### config.mk
export PLATFORM = sky130hd
export DESIGN_NAME = i2s_receiver
export DESIGN_NICKNAME = d
export VERILOG_FILES = /design/src/rtl/nextasic_audio_pkg.sv /design/src/rtl/audio_frame_fifo.sv /design/src/rtl/i2s_receiver.sv
export SDC_FILE = /design/constraint.sdc
export NUM_CORES = 1
export LEC_CHECK = 0
export CORE_UTILIZATION = 41
export DETAILED_ROUTE_END_ITERATION = 10
export GPL_TIMING_DRIVEN = 0
export PLACE_DENSITY_LB_ADDON = 0.25
export SLEW_MARGIN = 10
export SYNTH_ARGS = -nofsm -noshare
export SYNTH_HDL_FRONTEND = slang
export SYNTH_SLANG_ARGS = --single-unit
### constraint.sdc
create_clock -name mon_clk -period 2.65 [get_ports mon_clk]
set_input_delay 0.795 -clock mon_clk [delete_from_list [all_inputs] [get_ports mon_clk]]
set_output_delay 0.795 -clock mon_clk [all_outputs]
set_load 0.01 [all_outputs]
### src/rtl/nextasic_audio_pkg.sv
// rtl/nextasic_audio_pkg.sv - shared audio capture types and widths
package nextasic_audio_pkg;

  localparam int SAMPLE_BITS_DEFAULT = 16;
  localparam int FRAME_BITS          = 2 * SAMPLE_BITS_DEFAULT;

  typedef enum logic [1:0] {
    IDLE,
    SYNC,
    LEFT,
    RIGHT
  } rx_state_t;

endpackage

### src/rtl/audio_frame_fifo.sv
// rtl/audio_frame_fifo.sv - synchronous frame FIFO; head reads as zero while empty
module audio_frame_fifo
  import nextasic_audio_pkg::*;
#(
  parameter int WIDTH = FRAME_BITS,
  parameter int DEPTH = 4
) (
  input  logic             clk,
  input  logic             rst,
  input  logic             push,
  input  logic [WIDTH-1:0] push_data,
  input  logic             pop,
  output logic [WIDTH-1:0] pop_data,
  output logic             full,
  output logic             empty
);

  localparam int PTR_W = $clog2(DEPTH);

  logic [WIDTH-1:0] mem [DEPTH];
  logic [PTR_W-1:0] wr_ptr;
  logic [PTR_W-1:0] rd_ptr;
  logic [PTR_W:0]   count;
  logic             do_push;
  logic             do_pop;

  assign empty    = (count == '0);
  assign full     = (count == (PTR_W + 1)'(DEPTH));
  assign do_pop   = pop & ~empty;
  // a pop in the same cycle frees the slot, so a full FIFO still accepts
  assign do_push  = push & (~full | do_pop);
  assign pop_data = empty ? '0 : mem[rd_ptr];

  always_ff @(posedge clk or posedge rst) begin
    if (rst) begin
      wr_ptr <= '0;
      rd_ptr <= '0;
      count  <= '0;
    end else begin
      if (do_push) wr_ptr <= wr_ptr + 1'b1;
      if (do_pop)  rd_ptr <= rd_ptr + 1'b1;
      case ({do_push, do_pop})
        2'b10:   count <= count + 1'b1;
        2'b01:   count <= count - 1'b1;
        default: count <= count;
      endcase
    end
  end

  always_ff @(posedge clk) begin
    if (do_push) mem[wr_ptr] <= push_data;
  end

endmodule

### src/rtl/i2s_receiver.sv
// rtl/i2s_receiver.sv - I2S capture into a {left,right} frame FIFO
// Optional short-frame counter output err_count under I2S_RX_ERR_CNT_EN.
module i2s_receiver
  import nextasic_audio_pkg::*;
#(
  parameter int SAMPLE_BITS = SAMPLE_BITS_DEFAULT,
  parameter int FIFO_DEPTH  = 4
) (
  input  logic                     mon_clk,
  input  logic                     reset,
  input  logic                     capture_en,
  input  logic                     i2s_bclk,
  input  logic                     i2s_lrck,
  input  logic                     i2s_data,
  output logic                     sample_valid,
  output logic [2*SAMPLE_BITS-1:0] sample_data,
  input  logic                     sample_ready,
  output logic                     overflow
`ifdef I2S_RX_ERR_CNT_EN
  ,
  output logic [7:0]               err_count
`endif
);

  localparam int CNT_W = $clog2(SAMPLE_BITS + 1);
  localparam logic [CNT_W-1:0] FULL_CNT = CNT_W'(SAMPLE_BITS);

  logic [1:0]             bclk_sync, lrck_sync, data_sync;
  logic                   bclk_prev, lrck_prev;
  logic [CNT_W-1:0]       bit_cnt;
  logic [SAMPLE_BITS-1:0] left_sr, right_sr;
  logic                   left_ok;
  rx_state_t              state, state_next;
  logic                   bclk_rise, boundary, fall_bnd, rise_bnd;
  logic                   push, pop, fifo_full, fifo_empty;
`ifdef I2S_RX_ERR_CNT_EN
  logic                   short_frame;
`endif

  assign bclk_rise = bclk_sync[1] & ~bclk_prev;
  assign boundary  = bclk_rise & (lrck_sync[1] != lrck_prev);
  assign fall_bnd  = boundary & ~lrck_sync[1];
  assign rise_bnd  = boundary & lrck_sync[1];

  always_ff @(posedge mon_clk or posedge reset) begin
    if (reset) begin
      bclk_sync <= '0;
      lrck_sync <= '0;
      data_sync <= '0;
      bclk_prev <= 1'b0;
      lrck_prev <= 1'b0;
      bit_cnt   <= '0;
      left_sr   <= '0;
      right_sr  <= '0;
      left_ok   <= 1'b0;
      state     <= IDLE;
    end else begin
      bclk_sync <= {bclk_sync[0], i2s_bclk};
      lrck_sync <= {lrck_sync[0], i2s_lrck};
      data_sync <= {data_sync[0], i2s_data};
      bclk_prev <= bclk_sync[1];
      state     <= state_next;
      if (bclk_rise) begin
        lrck_prev <= lrck_sync[1];
        // the bit sampled on a boundary still belongs to the previous slot
        if (boundary) begin
          bit_cnt <= '0;
        end else if (bit_cnt < FULL_CNT) begin
          bit_cnt <= bit_cnt + 1'b1;
          if (lrck_sync[1]) right_sr <= {right_sr[SAMPLE_BITS-2:0], data_sync[1]};
          else              left_sr  <= {left_sr[SAMPLE_BITS-2:0], data_sync[1]};
        end
      end
      if (state == LEFT && rise_bnd) left_ok <= (bit_cnt == FULL_CNT);
    end
  end

  always_comb begin
    state_next = state;
    push       = 1'b0;
`ifdef I2S_RX_ERR_CNT_EN
    short_frame = 1'b0;
`endif
    if (!capture_en) begin
      state_next = IDLE;
    end else begin
      case (state)
        IDLE:  state_next = SYNC;
        SYNC:  if (fall_bnd) state_next = LEFT;
        LEFT:  if (rise_bnd) state_next = RIGHT;
        RIGHT: begin
          if (fall_bnd) begin
            state_next = LEFT;
            if (left_ok && bit_cnt == FULL_CNT) push = 1'b1;
`ifdef I2S_RX_ERR_CNT_EN
            else short_frame = 1'b1;
`endif
          end
        end
        default: state_next = IDLE;
      endcase
    end
  end

  assign sample_valid = ~fifo_empty;
  assign pop          = sample_valid & sample_ready;

  audio_frame_fifo #(
    .WIDTH (2 * SAMPLE_BITS),
    .DEPTH (FIFO_DEPTH)
  ) u_fifo (
    .clk       (mon_clk),
    .rst       (reset),
    .push      (push),
    .push_data ({left_sr, right_sr}),
    .pop       (pop),
    .pop_data  (sample_data),
    .full      (fifo_full),
    .empty     (fifo_empty)
  );

  always_ff @(posedge mon_clk or posedge reset) begin
    if (reset)                           overflow <= 1'b0;
    else if (!capture_en)                overflow <= 1'b0;
    else if (push && fifo_full && !pop)  overflow <= 1'b1;
  end

`ifdef I2S_RX_ERR_CNT_EN
  always_ff @(posedge mon_clk or posedge reset) begin
    if (reset)                                    err_count <= '0;
    else if (!capture_en)                         err_count <= '0;
    else if (short_frame && err_count != 8'hFF)   err_count <= err_count + 8'd1;
  end
`endif

endmodule

==> results of run 1 <==
## power by group
part           switching (mW)  internal, mW
logic                    1.01          1.64
registers               0.166          3.28
clock network            1.00          1.47
total                    2.18          6.39
## sequential cells by signal, summed over array words and instances, names as in the netlist, 3 cells and up
signal / cells
u_fifo.count: 3
right_sr: 16
left_sr: 16
bit_cnt: 5
u_fifo.mem: 128
## critical path: stages (launching register included)
cell     delay [ns]
dfrtp_1        0.34
buf_6          0.16
buf_12         0.12
buf_16         0.12
mux4_2         0.50
and2_1         0.15
buf_2          0.13
## what timing repair did
action / in CTS / in global routing
pin swaps: 26 / 5
setup buffers: 14 / 1
endpoints found under the setup margin: 34 / 33
gates resized for setup: 179 / 39
gates cloned: 2 / 0
## cell usage after synthesis (all sizes together) (3+ instances only)
library cell	n	area share, %
mux2	34	5.4
buf	9	0.82
nand2b	3	0.26
edfxtp	128	54
and2	37	3.2
ha	7	1.2
nand2	7	0.40
clkbuf	5	0.26
mux4	32	10
xnor2	4	0.49
dfrtp	56	20
nor2	7	0.37
xor2	5	0.61
inv	10	0.52
## cell type report
type	instances	area (sq um)
buffer	14	143
clock buffer	21	440
clock inverter	11	131
fill	1340	7970
inverter	10	40.0
multi-input combinational	157	1870
sequential	184	5250
tap	220	275
timing repair buffer	60	698
## how the worst max path moves through the flow
| stage | start | end | depth (start not counted) |
|---|---|---|---|
| finish | u_fifo.rd_ptr[0] | sample_data[3] | 6 |
| global placement | capture_en | u_fifo.mem[1][18] | 4 |
| detailed placement | sample_ready | u_fifo.count[2] | 10 |
| CTS | u_fifo.rd_ptr[0] | sample_data[22] | 7 |
| global route | u_fifo.rd_ptr[0] | sample_data[23] | 6 |
| floorplan | sample_ready | u_fifo.count[2] | 9 |
## per-layer routing
metal	vias to the layer above	GRT usage, %	routed length, microns
met5	-	0	0
met4	0	6.74	252
met3	21	3.51	372
met2	55	24.8	6200
met1	1725	19.3	5260
li1	1550	-	-
## cells by family (layout without fill, tap and decap cells)
logic type / after synthesis / after routing
AO/OA/AOI/OAI: 7 / 7
XOR/XNOR: 9 / 9
buffers and inverters: 24 / 116
AND/OR/NAND/NOR: 66 / 66
multiplexers: 67 / 67
adder cells (fa/ha/maj): 8 / 8
flip-flops: 184 / 184
==> out/qor.yml, run 1 <==
route:
  routed_via_density: 4.95
  drtIter0Drc: 262
  dr.pass1.iters: 4
  vias: 3351
  ant_nets: 0
  drt_wl_total_microns: 12100
  drc: 0
  wl_per_cell_microns: 17.8
cells_and_area:
  utilization_pct: 52.6
  antenna_cells: 0
  final_common_cell: "edfxtp_1"
  stdcell_area_sq_um: 8840
  final_cells: 677
  drive_above_1_share_pct: 40.7
  area_growth_pct: 23.6
  most-common-layout-cells: "edfxtp_1 (128), dfrtp_1 (56), buf_6 (36)"
  fin_nets: 459
floorplanning:
  io_pins: 41
  die_y_microns: 134
  rows: 47
  start_util_pct: 42.5
  die-area_sq_um: 18000
  die_w_microns: 134
  core_area_sq_um: 16800
timing:
  drv_slew: 0
  setup_ws_ns: -0.0953
  period_minus_slack_ns: 2.75
  rsz0062_at_grt: "yes"
  worst_slew_pin_slew_ns: 0.732
  finalSetupTns_ns: -1.74
  holdWs_ns: 0.350
  fin_crit_sh_pct: 104
  max_slew_margin_pct: 51.2
  fmax_mhz: 364
  setup_viol: 31
  clock-skew-final_ns: 0.00697
  hold_viol: 0
run_status:
  violations: "negative setup slack"
  status: "finished with violations"
synth:
  async_flop_share_pct: 30.4
  syn_avg_cell_area_sq_um: 19.6
  ys.flop_type: "edfxtp_1"
  yosys.area_share.simple_pct: 6.16
  synth_compound_area_share_pct: 0.682
  ys_seq_area_share_pct: 73.3
  yosys.cell_types.count: 38
  synth_xor_area_share_pct: 1.10
  ys_seq_elements: 184
  synth_top_family_by_area: "multiplexers"
  syn_nets: 380
  syn_area_sq_um: 7150
  synth_edf_count: 128
  synth_cells: 365
  synthAdderAreaFrac_pct: 1.50
  yosysWarnings: 0
  synth_mux_area_share_pct: 15.6
placement:
  post-dp-hpwl_microns: 7020
  gp_congestion: 0.709
  dp_cells: 629
  port_buffers: 40
  place_ws_ns: -0.498
  dpl_cell_area_sq_um: 7920
setup_path:
  r2r_slack_ns: 0.27
  critPathMaxFanout: 5
  reg2regPathDepth: 7
  startpoint_type: "flip-flop"
  critical_path_class: "flip-flop to primary output"
  reg2reg_from: "bit_cnt[0]"
  r2r-end: "u_fifo.mem[2][16]"
  cp.arrival_ns: 1.95
  cp.required_ns: 1.86
  critical_path.endpoint_type: "primary output"
global_routing:
  grt_pass1_wl_microns: 19600
  grtUsageTotal_pct: 15.1
  grt_pass1_vias: 3515
  antenna_found_initial: 0
  grt_max_degree: 57
  grt_remaining_overflow: 0
cts:
  path_clk_slew_ns: 0.06
  numCtsBuffers: 17
  clockRootBuffer: "clkbuf_16"
  clkLatencyLatePin_ns: 0.43
  h-tree-depth: 4
  cts_sinks: 184
  cts.path.max_buffers: 2
  cts_tree: "yes"
  ctsHoldBuffers: 0
min_path:
  min_to: "bclk_sync[1]"
  whs_path_depth: 0
  min_path_type: "flip-flop to flip-flop"
  min_from: "bclk_sync[0]"
pwr:
  power_density_nw_per_um2: 969
  power_mw: 8.57
  p_leak_nw: 3.35
  ir_worst_vdd_mv: 0.608
run:
  drv_cap: 0
(Power assumes the default switching activity.)
==> run 2: changes to the inputs <==
--- a/config.mk
+++ b/config.mk
@@ -9,6 +9,7 @@
 export DETAILED_ROUTE_END_ITERATION = 10
 export GPL_TIMING_DRIVEN = 0
 export PLACE_DENSITY_LB_ADDON = 0.25
+export SKIP_LAST_GASP = 1
 export SLEW_MARGIN = 10
 export SYNTH_ARGS = -nofsm -noshare
 export SYNTH_HDL_FRONTEND = slang
==> constraint.sdc (replaced) <==
create_clock -name mon_clk -period 2.65 [get_ports mon_clk]
set_input_delay 0.795 -clock mon_clk [delete_from_list [all_inputs] [get_ports mon_clk]]
set_output_delay 0.795 -clock mon_clk [all_outputs]
set_load 0.02 [all_outputs]
==> out/qor.yml, run 2 (synthesis results as in run 1) <==
run_status:
  status: "finished with violations"
  violations: "negative setup slack"
run:
  drv_cap: 0
setup_path:
  critical_path_class: "flip-flop to primary output"
  crit_family: "buffers and inverters"
  cp.required_ns: 1.86
  cp.arrival_ns: 1.96
  critPathBufInv: 4
  cp_slowest_stage_delay_ns: 0.47
  crit_chain: "buf_12, buf_12, buf_6, mux4_2, and2_4, buf_6"
  crit_slowest_cell: "mux4_2"
  startpoint_type: "flip-flop"
  critPathMaxFanout: 8
  critical_path.endpoint_type: "primary output"
cells_and_area:
  largest-register: "u_fifo.mem"
  top_regs: "u_fifo.mem: 128 flops, left_sr: 16 flops, right_sr: 16 flops"
  stdcell_area_sq_um: 8820
  final_common_cell: "edfxtp_1"
  n_fill_cell: 1346
  antenna_cells: 0
  area_growth_pct: 23.3
  most-common-layout-cells: "edfxtp_1 (128), dfrtp_1 (56), buf_6 (36)"
  fin_nets: 453
  seq_area_sq_um: 5250
  largest_reg_flops: 128
  drive_above_1_share_pct: 41.5
  multiInputGateArea_sq_um: 1890
route:
  drtIter0Drc: 157
  wl_per_cell_microns: 17.8
  dr.pass1.iters: 4
  drc: 0
  ant_nets: 0
  vias: 3336
  routed_via_density: 4.97
  drt_wl_total_microns: 12000
timing:
  rsz0062_at_grt: "yes"
  max_slew_margin_pct: 50.9
  fin_crit_sh_pct: 104
  drv_slew: 0
  setup_viol: 30
  setup_ws_ns: -0.102
  period_minus_slack_ns: 2.75
  clock-skew-final_ns: 0.00630
  hold_viol: 0
  worst_slew_pin_slew_ns: 0.736
  finalSetupTns_ns: -1.23
  fmax_mhz: 363
global_routing:
  grt_remaining_overflow: 0
  grt_max_degree: 57
  antenna_found_initial: 0
  grt_pass1_vias: 3505
  grtUsageTotal_pct: 14.8
  grt_pass1_wl_microns: 19300
cts:
  ctsHoldBuffers: 0
  numCtsBuffers: 17
  cts.path.max_buffers: 2
  h-tree-depth: 4
  clockRootBuffer: "clkbuf_16"
  clkLatencyLatePin_ns: 0.42
  cts_sinks: 184
  path_clk_slew_ns: 0.06
  cts_tree: "yes"
floorplanning:
  core_area_sq_um: 16800
  rows: 47
  die_w_microns: 134
  io_pins: 41
  die_y_microns: 134
  die-area_sq_um: 18000
  start_util_pct: 42.5
pwr:
  ir_worst_vdd_mv: 0.641
  p_leak_nw: 3.34
  power_density_nw_per_um2: 993
placement:
  post-dp-hpwl_microns: 7020
  dpl_cell_area_sq_um: 7920
  gp_congestion: 0.709
  port_buffers: 40
min_path:
  min_path_type: "flip-flop to flip-flop"
==> run 2: cell types whose count changed in the layout (fill, tap and decap cells not counted) <==
cell | previous run | this run
buf_2 | 9 | 3
buf_16 | 1 | 0
clkbuf_2 | 1 | 3
buf_4 | 6 | 5
and2_1 | 8 | 2
and2_4 | 25 | 31
dlygate4sd2_1 | 2 | 1
buf_12 | 11 | 8
clkbuf_16 | 17 | 20
clkbuf_4 | 2 | 3
==> run 2: per-layer routing <==
| metal | vias up | track usage (%) | part of all wire, % |
|---|---|---|---|
| met1 | 1710 | 18.8 | 43 |
| met3 | 26 | 3.59 | 3.1 |
| met4 | 0 | 7.12 | 2.6 |
| met5 | - | 0 | 0 |
| met2 | 63 | 24.0 | 51 |
| li1 | 1537 | - | - |
==> run 2: repair_timing <==
action | 4_1_cts | 5_1_grt
endpoints found under the hold margin | 0 | 0
gates cloned | 0 | 3
pin swaps | 1 | 12
resized for setup | 114 | 141
endpoints found under the setup margin | 34 | 33
buffers inserted | 7 | 0
==> run 2: worst reg2reg max path, cell delays in order, from the launching register on <==
cell and delay [ns]:
dfrtp_1 0.42, inv_1 0.07, ha_1 0.13, and4bb_1 0.24
nand4_2 0.15, nor3b_4 0.36, and2_2 0.46, buf_12 0.25
==> run 2: power by group <==
| group | leakage, nW | internal [mW] | total, mW | switching (mW) |
|---|---|---|---|---|
| clock | 0.273 | 1.47 | 2.46 | 0.997 |
| combinational | 1.21 | 1.65 | 2.84 | 1.19 |
| sequential | 1.86 | 3.28 | 3.45 | 0.169 |
==> run 2: cell type report <==
| type | count | share of cell area [%] |
|---|---|---|
| Timing Repair Buffer | 54 | 7.38 |
| Multi-Input combinational cell | 157 | 21.4 |
| Tap cell | 220 | 3.12 |
| Inverter | 10 | 0.454 |
| Clock buffer | 21 | 4.99 |
| Sequential cell | 184 | 59.5 |
| Clock inverter | 11 | 1.49 |
| Buffer | 14 | 1.69 |
==> run 2: through the flow <==
stage                     hold slack (ns)  power (mW)  setup slack (ns)  utilization, %  instances
after CTS                           0.352        8.25            -0.225            51.1        668
after detailed placement            0.336        5.70            -0.498            47.1        629
after global routing                0.365        9.16            -0.179            52.4        671
after global placement              0.335        5.66             -1.10            46.5        625
final                               0.350        8.75            -0.102            52.4        671
after floorplan                     0.331        4.86             0.103               -        365
==> run 2: path summary, 6_finish.rpt <==
path                            depth (start not counted)              from  slack [ns]           endpoint
worst max-delay path                                    6  u_fifo.rd_ptr[0]       -0.10    sample_data[30]
worst min-delay path                                    0      bclk_sync[0]        0.35       bclk_sync[1]
worst max register to register                          7        bit_cnt[0]        0.26  u_fifo.mem[2][17]
worst min register to register                          0      bclk_sync[0]        0.35       bclk_sync[1]
max in group asynchronous                               2             reset        1.31         left_sr[2]
min in group asynchronous                               2             reset        0.86           state[1]
==> run 3: changes to the inputs <==
--- a/config.mk
+++ b/config.mk
@@ -5,10 +5,11 @@
 export SDC_FILE = /design/constraint.sdc
 export NUM_CORES = 1
 export LEC_CHECK = 0
-export CORE_UTILIZATION = 41
+export CORE_UTILIZATION = 35
 export DETAILED_ROUTE_END_ITERATION = 10
 export GPL_TIMING_DRIVEN = 0
 export PLACE_DENSITY_LB_ADDON = 0.25
+export SKIP_CTS_REPAIR_TIMING = 1
 export SKIP_LAST_GASP = 1
 export SLEW_MARGIN = 10
 export SYNTH_ARGS = -nofsm -noshare
==> out/qor.yml, run 3 (synthesis results as in run 1) <==
run_status:
  status: "finished with violations"
  violations: "negative setup slack"
global_routing:
  grt_pass1_wl_microns: 19600
  grtUsageTotal_pct: 12.5
  grtUsageMet3_pct: 3.11
  gr-usage-met2_pct: 20.8
  grt_pass1_vias: 3572
  grt_remaining_overflow: 0
  antenna_found_initial: 0
  grt_max_degree: 37
  met1_usage_pct: 15.4
  top_usage_layer: "met2"
timing:
  setup_ws_ns: -0.170
  clock-skew-final_ns: 0.00603
  fmax_mhz: 355
  max_slew_margin_pct: 66.8
  worst_slew_pin_slew_ns: 0.498
  period_minus_slack_ns: 2.82
  rsz0062_at_grt: "yes"
  finalSetupTns_ns: -2.99
  holdWs_ns: 0.349
  setup_viol: 32
  hold_viol: 0
  drv_slew: 0
  fin_crit_sh_pct: 106
cts:
  numCtsBuffers: 17
  path_clk_slew_ns: 0.06
  cts.path.max_buffers: 2
  clkLatencyLatePin_ns: 0.42
  clockRootBuffer: "clkbuf_16"
  cts_sinks: 184
  cts_tree: "yes"
  h-tree-depth: 4
cells_and_area:
  largest_reg_flops: 128
  antenna_cells: 0
  drive_above_1_share_pct: 42.0
  largest-register: "u_fifo.mem"
  top_regs: "u_fifo.mem: 128 flops, left_sr: 16 flops, right_sr: 16 flops"
  fin_nets: 454
  area_growth_pct: 25.2
  most-common-layout-cells: "edfxtp_1 (128), dfrtp_1 (56), buf_6 (35)"
  final_common_cell: "edfxtp_1"
pwr:
  internal_power_mw: 6.44
  clkPwrFrac_pct: 28.7
  seqPwrFrac_pct: 38.9
  power.switching_fraction_pct: 27.5
  p_leak_nw: 3.39
  ir_worst_vdd_mv: 0.572
  comb_power_share_pct: 32.4
  power_density_nw_per_um2: 992
  p_switching_mw: 2.44
placement:
  port_buffers: 40
  post-dp-hpwl_microns: 7490
  gp_congestion: 0.687
route:
  drc: 0
  dr.pass1.iters: 4
  ant_nets: 0
  drt_wl_total_microns: 12400
  wl_per_cell_microns: 17.2
  vias: 3422
  routed_via_density: 4.77
  drtIter0Drc: 196
setup_path:
  cp.required_ns: 1.86
  r2r_slack_ns: 0.21
  startpoint_type: "flip-flop"
  critPathMaxFanout: 6
  critical_path_class: "flip-flop to primary output"
  cp.arrival_ns: 2.02
  critical_path.endpoint_type: "primary output"
  reg2regPathDepth: 7
  reg2reg_from: "bit_cnt[0]"
  r2r-end: "u_fifo.mem[0][8]"
min_path:
  min_to: "data_sync[1]"
  min_path_type: "flip-flop to flip-flop"
  whs_path_depth: 0
  min_from: "data_sync[0]"
floorplanning:
  core_area_sq_um: 19700
  io_pins: 41
  die_w_microns: 145
  die-area_sq_um: 21000
  die_y_microns: 145
  start_util_pct: 36.3
  rows: 51
run:
  drv_cap: 0
## run 3: cell count changes in the layout (fill, tap and decap cells not counted), moves of 2 or more
cell / before / now
clkbuf_1: 4 / 0
clkinv_4: 0 / 4
dlymetal6s2s_1: 0 / 3
inv_6: 0 / 3
buf_4: 5 / 3
## run 3: how the worst max path moves through the flow
stage	endpoint	slack, ns	from	cells past startpoint
4_1_cts	sample_data[28]	-0.82	u_fifo.rd_ptr[0]	5
2_1_floorplan	u_fifo.count[2]	0.10	sample_ready	9
5_1_grt	sample_data[30]	-0.26	u_fifo.rd_ptr[0]	5
3_3_place_gp	u_fifo.mem[0][19]	-1.13	capture_en	4
6_report	sample_data[30]	-0.17	u_fifo.rd_ptr[0]	5
3_5_place_dp	u_fifo.count[2]	-0.61	sample_ready	10
## run 3: power groups by stage
| stage | registers [mW] | clock network [mW] | logic [mW] |
|---|---|---|---|
| after floorplan | 3.45 | 0 | 1.41 |
| after global placement | 3.48 | 0 | 2.20 |
| after detailed placement | 3.50 | 0 | 2.23 |
| after CTS | 3.44 | 2.59 | 2.24 |
| final | 3.46 | 2.54 | 2.88 |
| after global routing | 3.48 | 2.72 | 3.08 |
## run 3: layout make-up
| type | instances | area, sq um |
|---|---|---|
| repair buffers | 55 | 708 |
| well taps | 265 | 332 |
| clock inverters | 15 | 176 |
| flip-flops and latches | 184 | 5250 |
| clock buffers | 17 | 425 |
| fillers | 1692 | 10800 |
| inverters | 10 | 37.5 |
| plain buffers | 14 | 144 |
| multi-input cells | 157 | 1880 |
## run 3: critical path, stage by stage (launching register included)
cell and delay (ns):
dfrtp_1 0.43, buf_12 0.17, buf_12 0.13, mux4_2 0.48, and2_1 0.18, dlymetal6s2s_1 0.21
## run 3: through the flow
step	cells	power, mW	util [%]	area (sq um)	setup WS (ns)
final	717	8.88	45.4	8950	-0.170
after global routing	717	9.27	45.4	8950	-0.256
after CTS	707	8.28	43.6	8600	-0.817
after detailed placement	675	5.73	40.6	8000	-0.614
after global placement	670	5.69	40.0	7890	-1.13
after floorplan	365	4.86	-	7150	0.103
## run 3: per-layer routing
| layer | up-vias | wire length [microns] | share of wire (%) |
|---|---|---|---|
| met1 | 1805 | 5460 | 44 |
| met3 | 19 | 301 | 2.4 |
| li1 | 1546 | - | - |
| met2 | 52 | 6370 | 51 |
| met4 | 0 | 240 | 1.9 |
| met5 | - | 0 | 0 |
==> variant, RTL diff (settings of run 2) <==
Build with the macro `I2S_RX_ERR_CNT_EN` defined.
--- a/src/rtl/i2s_receiver.sv
+++ b/src/rtl/i2s_receiver.sv
@@ -2,2 +2,4 @@
 // Optional short-frame counter output err_count under I2S_RX_ERR_CNT_EN.
+`define I2S_RX_ERR_CNT_EN
+
 module i2s_receiver
Behaviour (old outputs only; new: err_count): unchanged (equiv_simple and equiv_induct, registers matched by name and starting in step).
==> variant against run 2 <==
The run still ends with setup timing left; routed wire length is 11% higher; first-iteration DRC count down 18%; synthesized cell count increased by 15%; cell count rose by 9.4%; sequential cell count rose by 8; power down 0.41%; critical path type unchanged; count of clock-buffer cells in the layout down 4; cell area rose by 5.1%; area after synthesis is 5.5% higher; worst setup slack better by 22 ps.
==> variant: results (changes against run 2) <==
* Status: complete, but fails checks (unchanged)
* Violated checks: setup timing (unchanged)
* EDFF count, synth at 128 (unchanged)
* Fin cells at 734 (was 671)
* Post-synth top cells: edfxtp_1 (128), dfrtp_1 (64), and2_1 (38) (was edfxtp_1 (128), dfrtp_1 (56), and2_1 (37))
* Layout cells sized above 1 at 38.4% (was 41.5%)
* LEAKAGE at 3.61 nW (was 3.34 nW)
* Max incr delay on CP at 510 ps (was 470 ps)
* Peak supply drop at 0.000643 V (was 0.000641 V)
* Yosys cell types at 38 (unchanged)
* Total GRT Usage at 15.4% (was 14.8%)
* Fill cells at 1465 (was 1346)
* Setup violations, final at 28 (was 30)
* Critical path's top delay family: multiplexers (was buffers and inverters)
* DRC Markers at 0 (unchanged)
* Rel. slew slack at 60.7% (was 50.9%)
* Drt first-iter violations at 128 (was 157)
* Post-synthesis sequential area ratio at 72.1% (was 73.3%)
* Critical path arrival at 1930 ps (was 1960 ps)
* Max FO, Critical Path at 5 (was 8)
* Clock root cell: clkbuf_16 (unchanged)
* Largest net degree at the start of global routing at 47 (was 57)
* Detailed Route WL at 13300 um (was 12000 um)
* Slowest CP cell: mux4_2 (unchanged)
* CTS H-Tree Depth at 4 (unchanged)
* Inst Count DP at 696 (was 629)
* Die ar. at 19000 sq um (was 18000 sq um)
* Routability cong. at 0.795 (was 0.709)
* Synth area leaders: edfxtp_1 (51%), dfrtp_1 (21%), mux4_2 (9.5%) (was edfxtp_1 (54%), dfrtp_1 (20%), mux4_2 (10%))
* Final nets at 508 (was 453)
* HPWL Detailed at 7820 um (was 7020 um)
* Post-synthesis net count at 435 (was 380)
* Vias per inst at 5.22 (was 4.97)
* Clk buf depth at 2 (unchanged)
* Post-route setup slack at -79.9 ps (was -102 ps)
* First-pass GRT wire length at 21200 um (was 19300 um)
* Fin Clk Skew at 10.0 ps (was 6.30 ps)
* TNS Setup at -739 ps (was -1230 ps)
* Avg Synthesized Cell Area at 18.0 sq um (was 19.6 sq um)
* Async set-or-reset flop fraction in the synthesized netlist at 33.3% (was 30.4%)
* CTS Buf Count at 17 (unchanged)
* Placed cell areas at 8340 sq um (was 7920 sq um)
* Initial antenna violation count at 0 (unchanged)
* Vias in the first global route at 4021 (was 3505)
* # port buffers at 47 (was 40)
* Clock transition at path regs at 70 ps
variant: changes by cell type after synthesis, moves of 3 or more:
| cell | run 2 | this run |
|---|---|---|
| a21oi_1 | 2 | 7 |
| buf_4 | 3 | 0 |
| clkbuf_1 | 5 | 9 |
| dfrtp_1 | 56 | 64 |
| mux2_1 | 10 | 1 |
| mux2_2 | 23 | 33 |
| nand2_1 | 6 | 14 |
| nand3_1 | 0 | 4 |
| nor2_1 | 7 | 12 |
| o21ai_0 | 1 | 5 |
| or3_1 | 1 | 4 |
| or4_1 | 0 | 3 |
variant: power breakdown:
part | leakage, nW | internal (W) | switching, W
logic | 1.21 | 0.00146 | 0.00108
registers | 2.11 | 0.00340 | 0.000199
clock network | 0.288 | 0.00142 | 0.00115
variant: cells by family after synthesis:
kind of cell | Yosys count | synth area share [%]
flops | 192 | 72.1
simple gates | 90 | 6.79
mux | 69 | 15.0
buf+inv | 28 | 1.51
compound gates | 21 | 1.81
xor+xnor | 10 | 1.16
fa+ha+maj | 9 | 1.59
variant: worst paths after layout:
path	start	to	slack [ps]	cells past startpoint
hold reg to reg	lrck_sync[0]	lrck_sync[1]	350	0
max in group asynchronous	reset	u_fifo.rd_ptr[1]	1450	3
min in group asynchronous	reset	right_sr[6]	670	2
hold / removal	lrck_sync[0]	lrck_sync[1]	350	0
setup reg to reg	bit_cnt[0]	u_fifo.count[2]	140	12
setup / recovery	u_fifo.rd_ptr[0]	sample_data[13]	-80	5
variant: timing repair:
| action | 4_1_cts | 5_1_grt |
|---|---|---|
| pin swaps | 23 | 8 |
| gates resized for setup | 246 | 21 |
| buffers inserted | 7 | 0 |
| gates cloned | 3 | 0 |
| setup endpoints to repair | 163 | 163 |
variant: per-layer routing:
metal | vias up | part of all wire [%] | global-route usage, % | wire length, um
li1 | 1742 | - | - | -
met1 | 1995 | 44 | 18.6 | 5900
met2 | 70 | 50 | 26.6 | 6710
met3 | 22 | 3.2 | 3.79 | 433
met4 | 0 | 2.1 | 6.10 | 285
met5 | - | 0 | 0 | 0
variant: cell type report:
type                    count  share of cell area (%)
multi-input cells         199                    22.7
plain buffers              15                    1.65
clock inverters            15                    1.90
flip-flops and latches    192                    58.8
inverters                  11                   0.472
clock buffers              17                    4.59
repair buffers             56                    6.82
well taps                 229                    3.09
variant: through the flow:
| step | hold slack (ps) | setup WS (ps) | power, W | util, % |
|---|---|---|---|---|
| floorplan | 331 | 121 | 0.00486 | - |
| global placement | 331 | -985 | 0.00558 | 46.1 |
| detailed placement | 338 | -656 | 0.00564 | 46.3 |
| CTS | 353 | -140 | 0.00884 | 51.6 |
| global route | 360 | -119 | 0.00910 | 51.4 |
| finish | 352 | -79.9 | 0.00872 | 51.4 |
